[src/rtl/proc_fetch_seq.sv]
// Instruction sequencer for proc_fsm: small program memory, in-order fetch/issue, done handshake.
// Optional WAIT timeout fault enabled by defining SEQ_TIMEOUT_EN.
module proc_fetch_seq #(
    parameter int unsigned DEPTH   = 16,
    parameter int unsigned DATA_W  = 8,
    parameter int unsigned TIMEOUT = 8,
    localparam int unsigned AW     = $clog2(DEPTH)
) (
    input  logic              clk,
    input  logic              rst_n,
    input  logic              prog_we,
    input  logic [AW-1:0]     prog_addr,
    input  logic [DATA_W+7:0] prog_data,
    input  logic              start,
    input  logic              done,
    output logic              w,
    output logic [1:0]        F,
    output logic [1:0]        Rx,
    output logic [1:0]        Ry,
    output logic [DATA_W-1:0] din,
    output logic [AW-1:0]     pc,
    output logic              busy,
    output logic              halted,
    output logic              err
);

    localparam int unsigned IW = DATA_W + 8;

    typedef enum logic [2:0] {StIdle, StFetch, StIssue, StWait, StHalt} state_e;

    state_e          state_q, state_d;
    logic [IW-1:0]   mem [DEPTH];
    logic [IW-1:0]   ir_q, ir_d;
    logic [AW-1:0]   pc_q, pc_d;
    logic            err_q, err_d;
    logic            ir_halt;
    logic            last_addr;
    logic            prog_open;
    logic            timed_out;

    assign ir_halt   = ir_q[DATA_W+1];
    assign last_addr = (pc_q == AW'(DEPTH - 1));
    assign prog_open = (state_q == StIdle) || (state_q == StHalt);

    // Program memory is never reset so a program survives rst_n.
    always_ff @(posedge clk) begin
        if (prog_we && prog_open) begin
            mem[prog_addr] <= prog_data;
        end
    end

`ifdef SEQ_TIMEOUT_EN
    localparam int unsigned CW = $clog2(TIMEOUT + 1);

    logic [CW-1:0] cnt_q, cnt_d;

    assign timed_out = (cnt_q == CW'(TIMEOUT - 1));

    // Cleared during ISSUE so the count starts at zero on the first WAIT cycle.
    always_comb begin
        cnt_d = cnt_q;
        if (state_q == StIssue) begin
            cnt_d = '0;
        end else if (state_q == StWait && !timed_out) begin
            cnt_d = cnt_q + 1'b1;
        end
    end

    always_ff @(posedge clk or negedge rst_n) begin
        if (!rst_n) begin
            cnt_q <= '0;
        end else begin
            cnt_q <= cnt_d;
        end
    end
`else
    logic unused_timeout;

    assign timed_out      = 1'b0;
    assign unused_timeout = ^TIMEOUT;
`endif

    always_comb begin
        state_d = state_q;
        pc_d    = pc_q;
        ir_d    = ir_q;
        err_d   = err_q;
        unique case (state_q)
            StIdle: begin
                if (start) begin
                    pc_d    = '0;
                    state_d = StFetch;
                end
            end
            StFetch: begin
                ir_d    = mem[pc_q];
                state_d = StIssue;
            end
            StIssue: begin
                state_d = StWait;
            end
            StWait: begin
                if (done) begin
                    if (ir_halt || last_addr) begin
                        state_d = StHalt;
                    end else begin
                        pc_d    = pc_q + 1'b1;
                        state_d = StFetch;
                    end
                end else if (timed_out) begin
                    err_d   = 1'b1;
                    state_d = StHalt;
                end
            end
            StHalt: begin
                if (start) begin
                    err_d   = 1'b0;
                    pc_d    = '0;
                    state_d = StFetch;
                end
            end
            default: begin
                state_d = StIdle;
            end
        endcase
    end

    always_ff @(posedge clk or negedge rst_n) begin
        if (!rst_n) begin
            state_q <= StIdle;
            pc_q    <= '0;
            ir_q    <= '0;
            err_q   <= 1'b0;
        end else begin
            state_q <= state_d;
            pc_q    <= pc_d;
            ir_q    <= ir_d;
            err_q   <= err_d;
        end
    end

    logic unused_reserved;
    assign unused_reserved = ir_q[DATA_W];

    assign w      = (state_q == StIssue);
    assign busy   = (state_q == StFetch) || (state_q == StIssue) || (state_q == StWait);
    assign halted = (state_q == StHalt);
    assign err    = err_q;
    assign pc     = pc_q;
    assign F      = ir_q[DATA_W+7:DATA_W+6];
    assign Rx     = ir_q[DATA_W+5:DATA_W+4];
    assign Ry     = ir_q[DATA_W+3:DATA_W+2];
    assign din    = ir_q[DATA_W-1:0];

endmodule
[config.mk]
export PLATFORM = sky130hd
export DESIGN_NAME = proc_fetch_seq
export DESIGN_NICKNAME = d
export VERILOG_FILES = /design/src/rtl/proc_fetch_seq.sv
export SDC_FILE = /design/constraint.sdc
export NUM_CORES = 1
export LEC_CHECK = 0
export ABC_CLOCK_PERIOD_IN_PS = 3700
export CAP_MARGIN = 20
export CORE_MARGIN = 2
export CORE_UTILIZATION = 48
export CTS_CLUSTER_SIZE = 24
export DETAILED_ROUTE_END_ITERATION = 7
export GPL_TIMING_DRIVEN = 0
export PLACE_DENSITY = 0.62
export SLEW_MARGIN = 40
export SYNTH_ARGS = -nofsm -noshare
export SYNTH_HDL_FRONTEND = slang
export SYNTH_SLANG_ARGS = --single-unit
[constraint.sdc]
create_clock -name clk -period 3.7 [get_ports clk]
set_input_delay 0.37 -clock clk [delete_from_list [all_inputs] [get_ports clk]]
set_output_delay 0.37 -clock clk [all_outputs]
set_load 0.005 [all_outputs]
==> impl_metrics.ini, run 1 <==
[status]
status = complete, no violations

[placement]
dpl.hpwl_um = 16000
place_area_um2 = 11400
gp_congestion = 0.809
dp_cells = 865
port_buffers = 44

[critical_path]
rr_worst_depth = 5
worstPathRequired_ns = 3.90
crit_path_cell_trace = buf_2, nor2_2, nand4b_1, nor3_2, buf_2
crit_start = state_q[0]
startpoint_type = register
crit_path_frequent_cell = buf_2
cp.buffers_inverters = 2
critPathTopFamily = simple AND/OR/NAND/NOR gates
cp_max_fo = 10
timing.critical_path.to_type = register
arrival_ns = 2.81
critPathSlowestCell = nor3_2
path_class = reg2reg
reg2reg_to = mem[1][5]
rr_startpoint = state_q[0]
reg2reg_setup_slack_ns = 1.09
critPathMaxStageDelay_ns = 0.62

[timing]
fin_crit_sh = 0.704
slew-limit-headroom = 0.429
final-max-slew-violation-count = 0
final.setup_skew_ns = 0.0105
tightest_slew_ns = 0.857
hold_violations = 0
min_period_ns = 2.61
rsz0062_at_grt = no
setup_viol = 0
fmax_mhz = 384

[cells_and_area]
instances_no_fill = 914
synthToLayoutAreaGrowth_pct = 19.3
nets = 645
final_util = 0.582
fill_cells = 1532
diodes = 0
drive_above_1_share = 0.255
multi_input_area_um2 = 2340
regArea_um2 = 7760
final_area_um2 = 12200

[yosys]
netlist_instances = 523
synth_area_um2 = 10300
ys_seq_area_frac = 0.756
ys_types = 39
syn_area_per_cell_um2 = 19.6
ys_seq_elements = 262
yosys_warnings = 0
syn_nets = 549

[global_routing]
grt_pass1_vias = 5538
antenna_found_initial = 0
grt-ovfl-total = 0
grt_pass1_wl_um = 35300
grt_max_degree = 18
track_usage = 0.221

[clock_network]
clk_latency_ns = 0.51
clockBufferDepth = 3
clkTransAtPathRegs_ns = 0.06
root_buffer = clkbuf_16
cts-buffers-inserted = 26
cts_sinks = 262
hold_buffers = 1
clock_tree.htree_level_count = 1
post_cts_buffers = 0
cts_tree = built
cts_resized = 0

[floorplanning]
chipWidth_um = 150
die_h_um = 150
initial_core_util = 0.488
fp-row-count = 53
dieArea_um2 = 22600
pin_count = 47
core_um2 = 21000

[power]
combPwrFrac = 0.255
switchingPower_w = 0.00218
finalPower_w = 0.00791
p_per_area_nw_per_um2 = 646
switching_share = 0.276
clkPwrFrac = 0.308
p_int_w = 0.00572
p_leak_nw = 4.01
power_frac_seq = 0.437
ir_drop_mv = 0.313

[detailed_routing]
route.vias.total = 5426
first_iter_violations = 544
vias_per_cell = 5.94
finalWirelength_um = 24300
drcViolationCount = 0
final_antenna_net_count = 0
wl_per_cell_um = 26.6
drt_first_pass_iters = 5

[run]
maxCapViolCount = 0

[min_path]
hold_class = in2async
-- cells by family after synthesis --
kind of cell / Yosys count / share of synthesized area
AOI/OAI and AO/OA: 56 / 0.0388
buffers and inverters: 44 / 0.0269
xor gates and xnor gates: 1 / 0.000854
other: 1 / 0.000365
muxes: 91 / 0.142
adders and majority gates: 1 / 0.00122
and+or+nand+nor: 67 / 0.0336
DFF: 262 / 0.756
-- power groups by stage --
stage	clock [W]	sequential (W)	combinational [W]
2_1_floorplan	0	0.00348	0.00129
3_3_place_gp	0	0.00351	0.00198
3_5_place_dp	0	0.00352	0.00203
4_1_cts	0.00247	0.00346	0.00203
5_1_grt	0.00258	0.00347	0.00217
6_report	0.00243	0.00346	0.00202
-- metal layers --
layer,global-route usage,routed length (um)
met4,0.0877,996
met2,0.348,11500
met1,0.314,9830
met3,0.0324,1920
met5,0,0
-- synthesized netlist by cell type, drive strengths merged --
| master | instances | area, um^2 |
|---|---|---|
| clkbuf | 6 | 22.5 |
| nand4 | 2 | 12.5 |
| o21ai | 18 | 90.1 |
| and2 | 1 | 6.26 |
| inv | 1 | 3.75 |
| nand4bb | 1 | 11.3 |
| a21o | 1 | 7.51 |
| mux2i | 47 | 470 |
| o211ai | 15 | 113 |
| dfrtp | 22 | 551 |
| buf | 37 | 250 |
| nand3 | 3 | 15.0 |
| conb | 1 | 3.75 |
| or4b | 1 | 13.8 |
| a31oi | 4 | 25.0 |
| nand2b | 4 | 25.0 |
| o22ai | 1 | 6.26 |
| and3 | 2 | 12.5 |
| nand2 | 21 | 78.8 |
| nand4b | 3 | 26.3 |
| mux4 | 44 | 991 |
| nor2b | 2 | 12.5 |
| nor2 | 17 | 66.3 |
| edfxtp | 240 | 7210 |
| nand3b | 2 | 15.0 |
| a21oi | 3 | 15.0 |
| a221oi | 14 | 141 |
| xor2 | 1 | 8.76 |
| or3b | 1 | 8.76 |
| ha | 1 | 12.5 |
| and4b | 1 | 10.0 |
| or3 | 1 | 6.26 |
| nor3 | 5 | 25.0 |
-- registers in the layout, indices dropped and copies added, names as in the netlist --
register,count
pc,4
ir_q,15
mem,240
state_q,3
-- worst max-delay path by stage --
stage | to | slack (ns) | cells past startpoint
after detailed placement | mem[3][5] | 1.13 | 4
after CTS | mem[1][5] | 1.14 | 5
after floorplan | mem[0][0] | 1.03 | 5
after global placement | mem[0][4] | -0.48 | 4
final | mem[1][5] | 1.09 | 5
after global routing | mem[1][5] | 1.02 | 5
-- layout by cell type, fill, tap and decap left out, types with 6 or more instances in the layout --
master	count
o21ai_0	10
nand2_1	21
buf_8	10
dfrtp_1	22
mux2i_1	47
buf_2	21
edfxtp_1	240
o21ai_1	8
clkinv_2	6
clkdlybuf4s50_1	43
nor2_4	12
o211ai_1	15
mux4_2	44
clkbuf_16	27
a221oi_1	11
clkbuf_1	16
buf_4	23
-- final cells by class --
cell class | count | area share
multi-input cells | 217 | 0.191
clock buffers | 40 | 0.0608
repair buffers | 68 | 0.0603
flip-flops and latches | 262 | 0.634
well taps | 275 | 0.0281
plain buffers | 43 | 0.0224
inverters | 1 | 0.000307
clock inverters | 8 | 0.00347
-- per-stage QoR --
step | hold WS, ns | setup WS (ns) | TNS [ns]
floorplan | 0.0744 | 1.03 | 0
global placement | 0.499 | -0.482 | -12.36
detailed placement | 0.257 | 1.13 | 0
CTS | 0.250 | 1.14 | 0
global route | 0.272 | 1.02 | 0
finish | 0.262 | 1.09 | 0
Power figures use the tool's default switching activity.
==> inputs of run 2 (changes only) <==
Settings changed: ABC_CLOCK_PERIOD_IN_PS 3700 to 2500.
Clock period 3.7 ns to 2.5 ns, I/O delays scaled along.
==> run 2 against run 1 <==
Power increased by 52%. Cell area increased by 1.2%. Sequential power increased by 48%. Utilization increased by 0.68 points. Via count increased by 0.17%. Combinational power increased by 49%. Setup slack got worse by 1.0 ns. Largest cell class unchanged. Highest routed layer unchanged.
==> impl_metrics.ini, run 2 (same netlist as run 1, synthesis figures left out) <==
[timing]
fin_crit_sh = 0.963
tightest_slew_ns = 0.855
fmax_mhz = 415
hold_violations = 0
min_period_ns = 2.41
final.setup_skew_ns = 0.00607
holdWs_ns = 0.318
setup_tns_ns = 0
rsz0062_at_grt = yes
setup_viol = 0
slew-limit-headroom = 0.430
final-max-slew-violation-count = 0

[cells_and_area]
synthToLayoutAreaGrowth_pct = 20.7
largest_reg_flops = 240
layout_commonest_cell = edfxtp_1
final_util = 0.589
diodes = 0
drive_above_1_share = 0.274
mostFrequentLayoutCells = edfxtp_1, mux2i_1, mux4_2, clkdlybuf4s50_1, buf_4
fill_cells = 1517
nets = 653
top_register = mem

[critical_path]
cp.depth = 6
startpoint_type = register
critPathTopFamily = simple AND/OR/NAND/NOR gates
cp_max_fo = 10
crit_path_cell_trace = buf_2, nor2_2, nand2_1, or3_1, nor2_4, buf_8
critPathMaxStageDelay_ns = 0.49
cp.buffers_inverters = 2
path_class = reg2reg
worstPathRequired_ns = 2.73
reg2reg_to = mem[8][13]
rr_startpoint = state_q[0]
reg2reg_setup_slack_ns = 0.09
critPathSlowestCell = or3_1
rr_worst_depth = 6
arrival_ns = 2.63
timing.critical_path.to_type = register

[power]
finalPower_w = 0.0121
p_leak_nw = 4.09
p_per_area_nw_per_um2 = 973
ir_drop_mv = 0.449

[clock_network]
cts_sinks = 262
clk_latency_ns = 0.53
root_buffer = clkbuf_16
clock_tree.htree_level_count = 1
cts_tree = built
cts-buffers-inserted = 27
clkTransAtPathRegs_ns = 0.06
clockBufferDepth = 3

[detailed_routing]
drt_first_pass_iters = 7
first_iter_violations = 489
wl_per_cell_um = 26.7
route.vias.total = 5435
drcViolationCount = 0
final_antenna_net_count = 0
vias_per_cell = 5.89
finalWirelength_um = 24700

[floorplanning]
chipWidth_um = 150
core_um2 = 21000
initial_core_util = 0.488
die_h_um = 150
pin_count = 47
dieArea_um2 = 22600
fp-row-count = 53

[min_path]
hold_class = in2async

[placement]
dpl.hpwl_um = 16000
gp_congestion = 0.796
port_buffers = 44

[global_routing]
grt_pass1_wl_um = 35700
grt_pass1_vias = 5529
grt-ovfl-total = 0
antenna_found_initial = 0
track_usage = 0.224
grt_max_degree = 23

[run]
maxCapViolCount = 0

[status]
status = complete, no violations
## run 2: final cells by class
cell class                      instances  area (um^2)  area share
Clock buffer                           35          766      0.0618
Buffer                                 43          275      0.0222
Clock inverter                         14          118     0.00949
Timing Repair Buffer                   75          758      0.0612
Multi-Input combinational cell        217         2360       0.191
Tap cell                              275          344      0.0278
Sequential cell                       262         7760       0.626
Inverter                                1         3.75    0.000303
## run 2: power breakdown
| group | internal [W] | switching (W) |
|---|---|---|
| logic | 0.00144 | 0.00156 |
| clock network | 0.00235 | 0.00158 |
| registers | 0.00499 | 0.000132 |
## run 2: how the worst max path moves through the flow
stage                from    endpoint  slack [ns]
2_1_floorplan  state_q[0]   mem[2][0]        0.05
3_3_place_gp   state_q[0]   mem[2][4]       -1.38
3_5_place_dp   state_q[0]  mem[0][14]       -0.10
4_1_cts        state_q[0]   mem[2][2]       0.007
5_1_grt        state_q[0]  mem[8][13]        0.01
6_report       state_q[0]  mem[8][13]        0.09
## run 2: timing repair
item / 4_1_cts / 5_1_grt
setup buffers: 1 / 8
gates resized for setup: 3 / 0
hold endpoints to repair: 22 / 0
hold buffers: 1 / 0
setup endpoints to repair: 24 / 23
cloned: 0 / 0
pin swaps: 1 / 4
## run 2: layer usage
metal,vias up,share of wire,GRT usage
li1,2321,-,-
met1,2835,0.41,0.308
met2,220,0.49,0.366
met3,59,0.060,0.0373
met4,0,0.037,0.0797
met5,-,0,0
## run 2: per-stage QoR
| step | std cells | cell area, um^2 | worst slack [ns] |
|---|---|---|---|
| global placement | 842 | 11100 | -1.38 |
| detailed placement | 863 | 11400 | -0.101 |
| floorplan | 523 | 10300 | 0.0450 |
| CTS | 914 | 12300 | 0.00672 |
| finish | 922 | 12400 | 0.0923 |
| global route | 922 | 12400 | 0.0121 |
==> inputs of run 3 (changes only) <==
Settings changed: ABC_CLOCK_PERIOD_IN_PS 2500 to 2200, PLACE_DENSITY 0.62 to 0.64.
Clock period 2.5 ns to 2.2 ns, I/O delays scaled along.
==> run 3 against run 2 <==
Register-to-register slack gained 0.02 ns. Routed wire length is 3.6% lower. Sequential share of layout area fell by 0.40 points. Cell area up 0.65%. Setup slack gained 0.017 ns. Global-route usage shrank 0.61 points. Clock power is 8.4% higher. Via count down 0.66%.
==> impl_metrics.ini, run 3 (same netlist as run 1, synthesis figures left out) <==
[power]
p_leak_nw = 4.10
ir_drop_mv = 0.464
p_per_area_nw_per_um2 = 1080

[global_routing]
grt_max_degree = 23
grt_pass1_vias = 5506
grt_pass1_wl_um = 34900
track_usage = 0.218
grt-ovfl-total = 0
antenna_found_initial = 0

[clock_network]
cts-buffers-inserted = 25
root_buffer = clkbuf_16
clkTransAtPathRegs_ns = 0.06
cts_sinks = 262
clock_tree.htree_level_count = 1
clockBufferDepth = 3
cts_tree = built
clk_latency_ns = 0.51

[floorplanning]
core_um2 = 21000
pin_count = 47
chipWidth_um = 150
die_h_um = 150
dieArea_um2 = 22600
fp-row-count = 53
initial_core_util = 0.488

[cells_and_area]
top_register = mem
mostFrequentLayoutCells = edfxtp_1, mux2i_1, mux4_2, clkdlybuf4s50_1, buf_4
layout_commonest_cell = edfxtp_1
final_util = 0.593
diodes = 0
synthToLayoutAreaGrowth_pct = 21.5
nets = 651
largest_reg_flops = 240
drive_above_1_share = 0.278

[timing]
min_period_ns = 2.09
hold_violations = 0
rsz0062_at_grt = no
tightest_slew_ns = 0.656
holdWs_ns = 0.267
final.setup_skew_ns = 0.00892
slew-limit-headroom = 0.563
setup_slack_ns = 0.109
fmax_mhz = 478
fin_crit_sh = 0.950
setup_viol = 0
setup_tns_ns = 0
final-max-slew-violation-count = 0

[critical_path]
cp.buffers_inverters = 3
worstPathRequired_ns = 2.59
startpoint_type = register
cp_max_fo = 10
crit_path_frequent_cell = buf_2
timing.critical_path.to_type = register
path_class = reg2reg
critPathTopFamily = buffers and inverters
crit_path_cell_trace = buf_2, buf_4, buf_2, mux2i_1, o211ai_1
critPathSlowestCell = dfrtp_1
critPathMaxStageDelay_ns = 0.48
rr_worst_depth = 5
cp.depth = 5
arrival_ns = 2.48

[placement]
place_ws_ns = -0.494
dpl.hpwl_um = 15500
gp_congestion = 0.763
port_buffers = 44

[detailed_routing]
route.vias.total = 5399
final_antenna_net_count = 0
drcViolationCount = 0
finalWirelength_um = 23800
drt_first_pass_iters = 5
first_iter_violations = 417
vias_per_cell = 5.88
wl_per_cell_um = 25.9

[run]
maxCapViolCount = 0

[min_path]
hold_class = in2async

[status]
status = complete, no violations
==> run 3: timing repair <==
| action | in CTS | in global routing |
|---|---|---|
| setup buffers | 14 | 0 |
| gates resized for setup | 2 | 8 |
| endpoints found under the hold margin | 22 | 0 |
| pin swaps | 9 | 0 |
| hold buffers | 1 | 0 |
| endpoints found under the setup margin | 228 | 11 |
==> run 3: where the power goes <==
part,total [W],switching [W],internal [W]
clock network,0.00426,0.00172,0.00253
registers,0.00581,0.000141,0.00567
logic,0.00343,0.00176,0.00167
==> run 3: final timing paths <==
path,start,to,slack (ns)
hold reg to reg,ir_q[6],ir_q[6],0.51
max in group asynchronous,rst_n,ir_q[0],1.49
hold / removal,rst_n,state_q[0],0.27
setup / recovery,pc[2],ir_q[3],0.11
setup reg to reg,pc[2],ir_q[3],0.11
min in group clk,done,state_q[2],0.40
==> run 3: routing by layer <==
metal | wire length [um] | global-route usage | part of all wire
met3 | 1470 | 0.0427 | 0.062
met2 | 11700 | 0.360 | 0.49
met4 | 550 | 0.0599 | 0.023
met1 | 10100 | 0.300 | 0.42
met5 | 0 | 0 | 0
==> run 3: per-stage QoR <==
step	instance area, um^2	cells	total power, W
2_1_floorplan	10300	523	0.00803
3_3_place_gp	11100	842	0.00922
3_5_place_dp	11500	858	0.00931
4_1_cts	12500	918	0.0136
5_1_grt	12500	918	0.0140
6_report	12500	918	0.0135
==> run 3: worst register-to-register path, cell delays in order (launching register included) <==
cell	delay [ns]
dfrtp_1	0.48
buf_2	0.32
buf_4	0.30
buf_2	0.48
mux2i_1	0.29
o211ai_1	0.10
==> run 3: final cells by class <==
| type | count | area, um^2 |
|---|---|---|
| fillers | 1504 | 8550 |
| multi-input cells | 217 | 2380 |
| inverters | 1 | 3.75 |
| clock inverters | 7 | 91.3 |
| plain buffers | 43 | 280 |
| clock buffers | 38 | 734 |
| well taps | 275 | 344 |
| flip-flops and latches | 262 | 7760 |
| repair buffers | 75 | 876 |
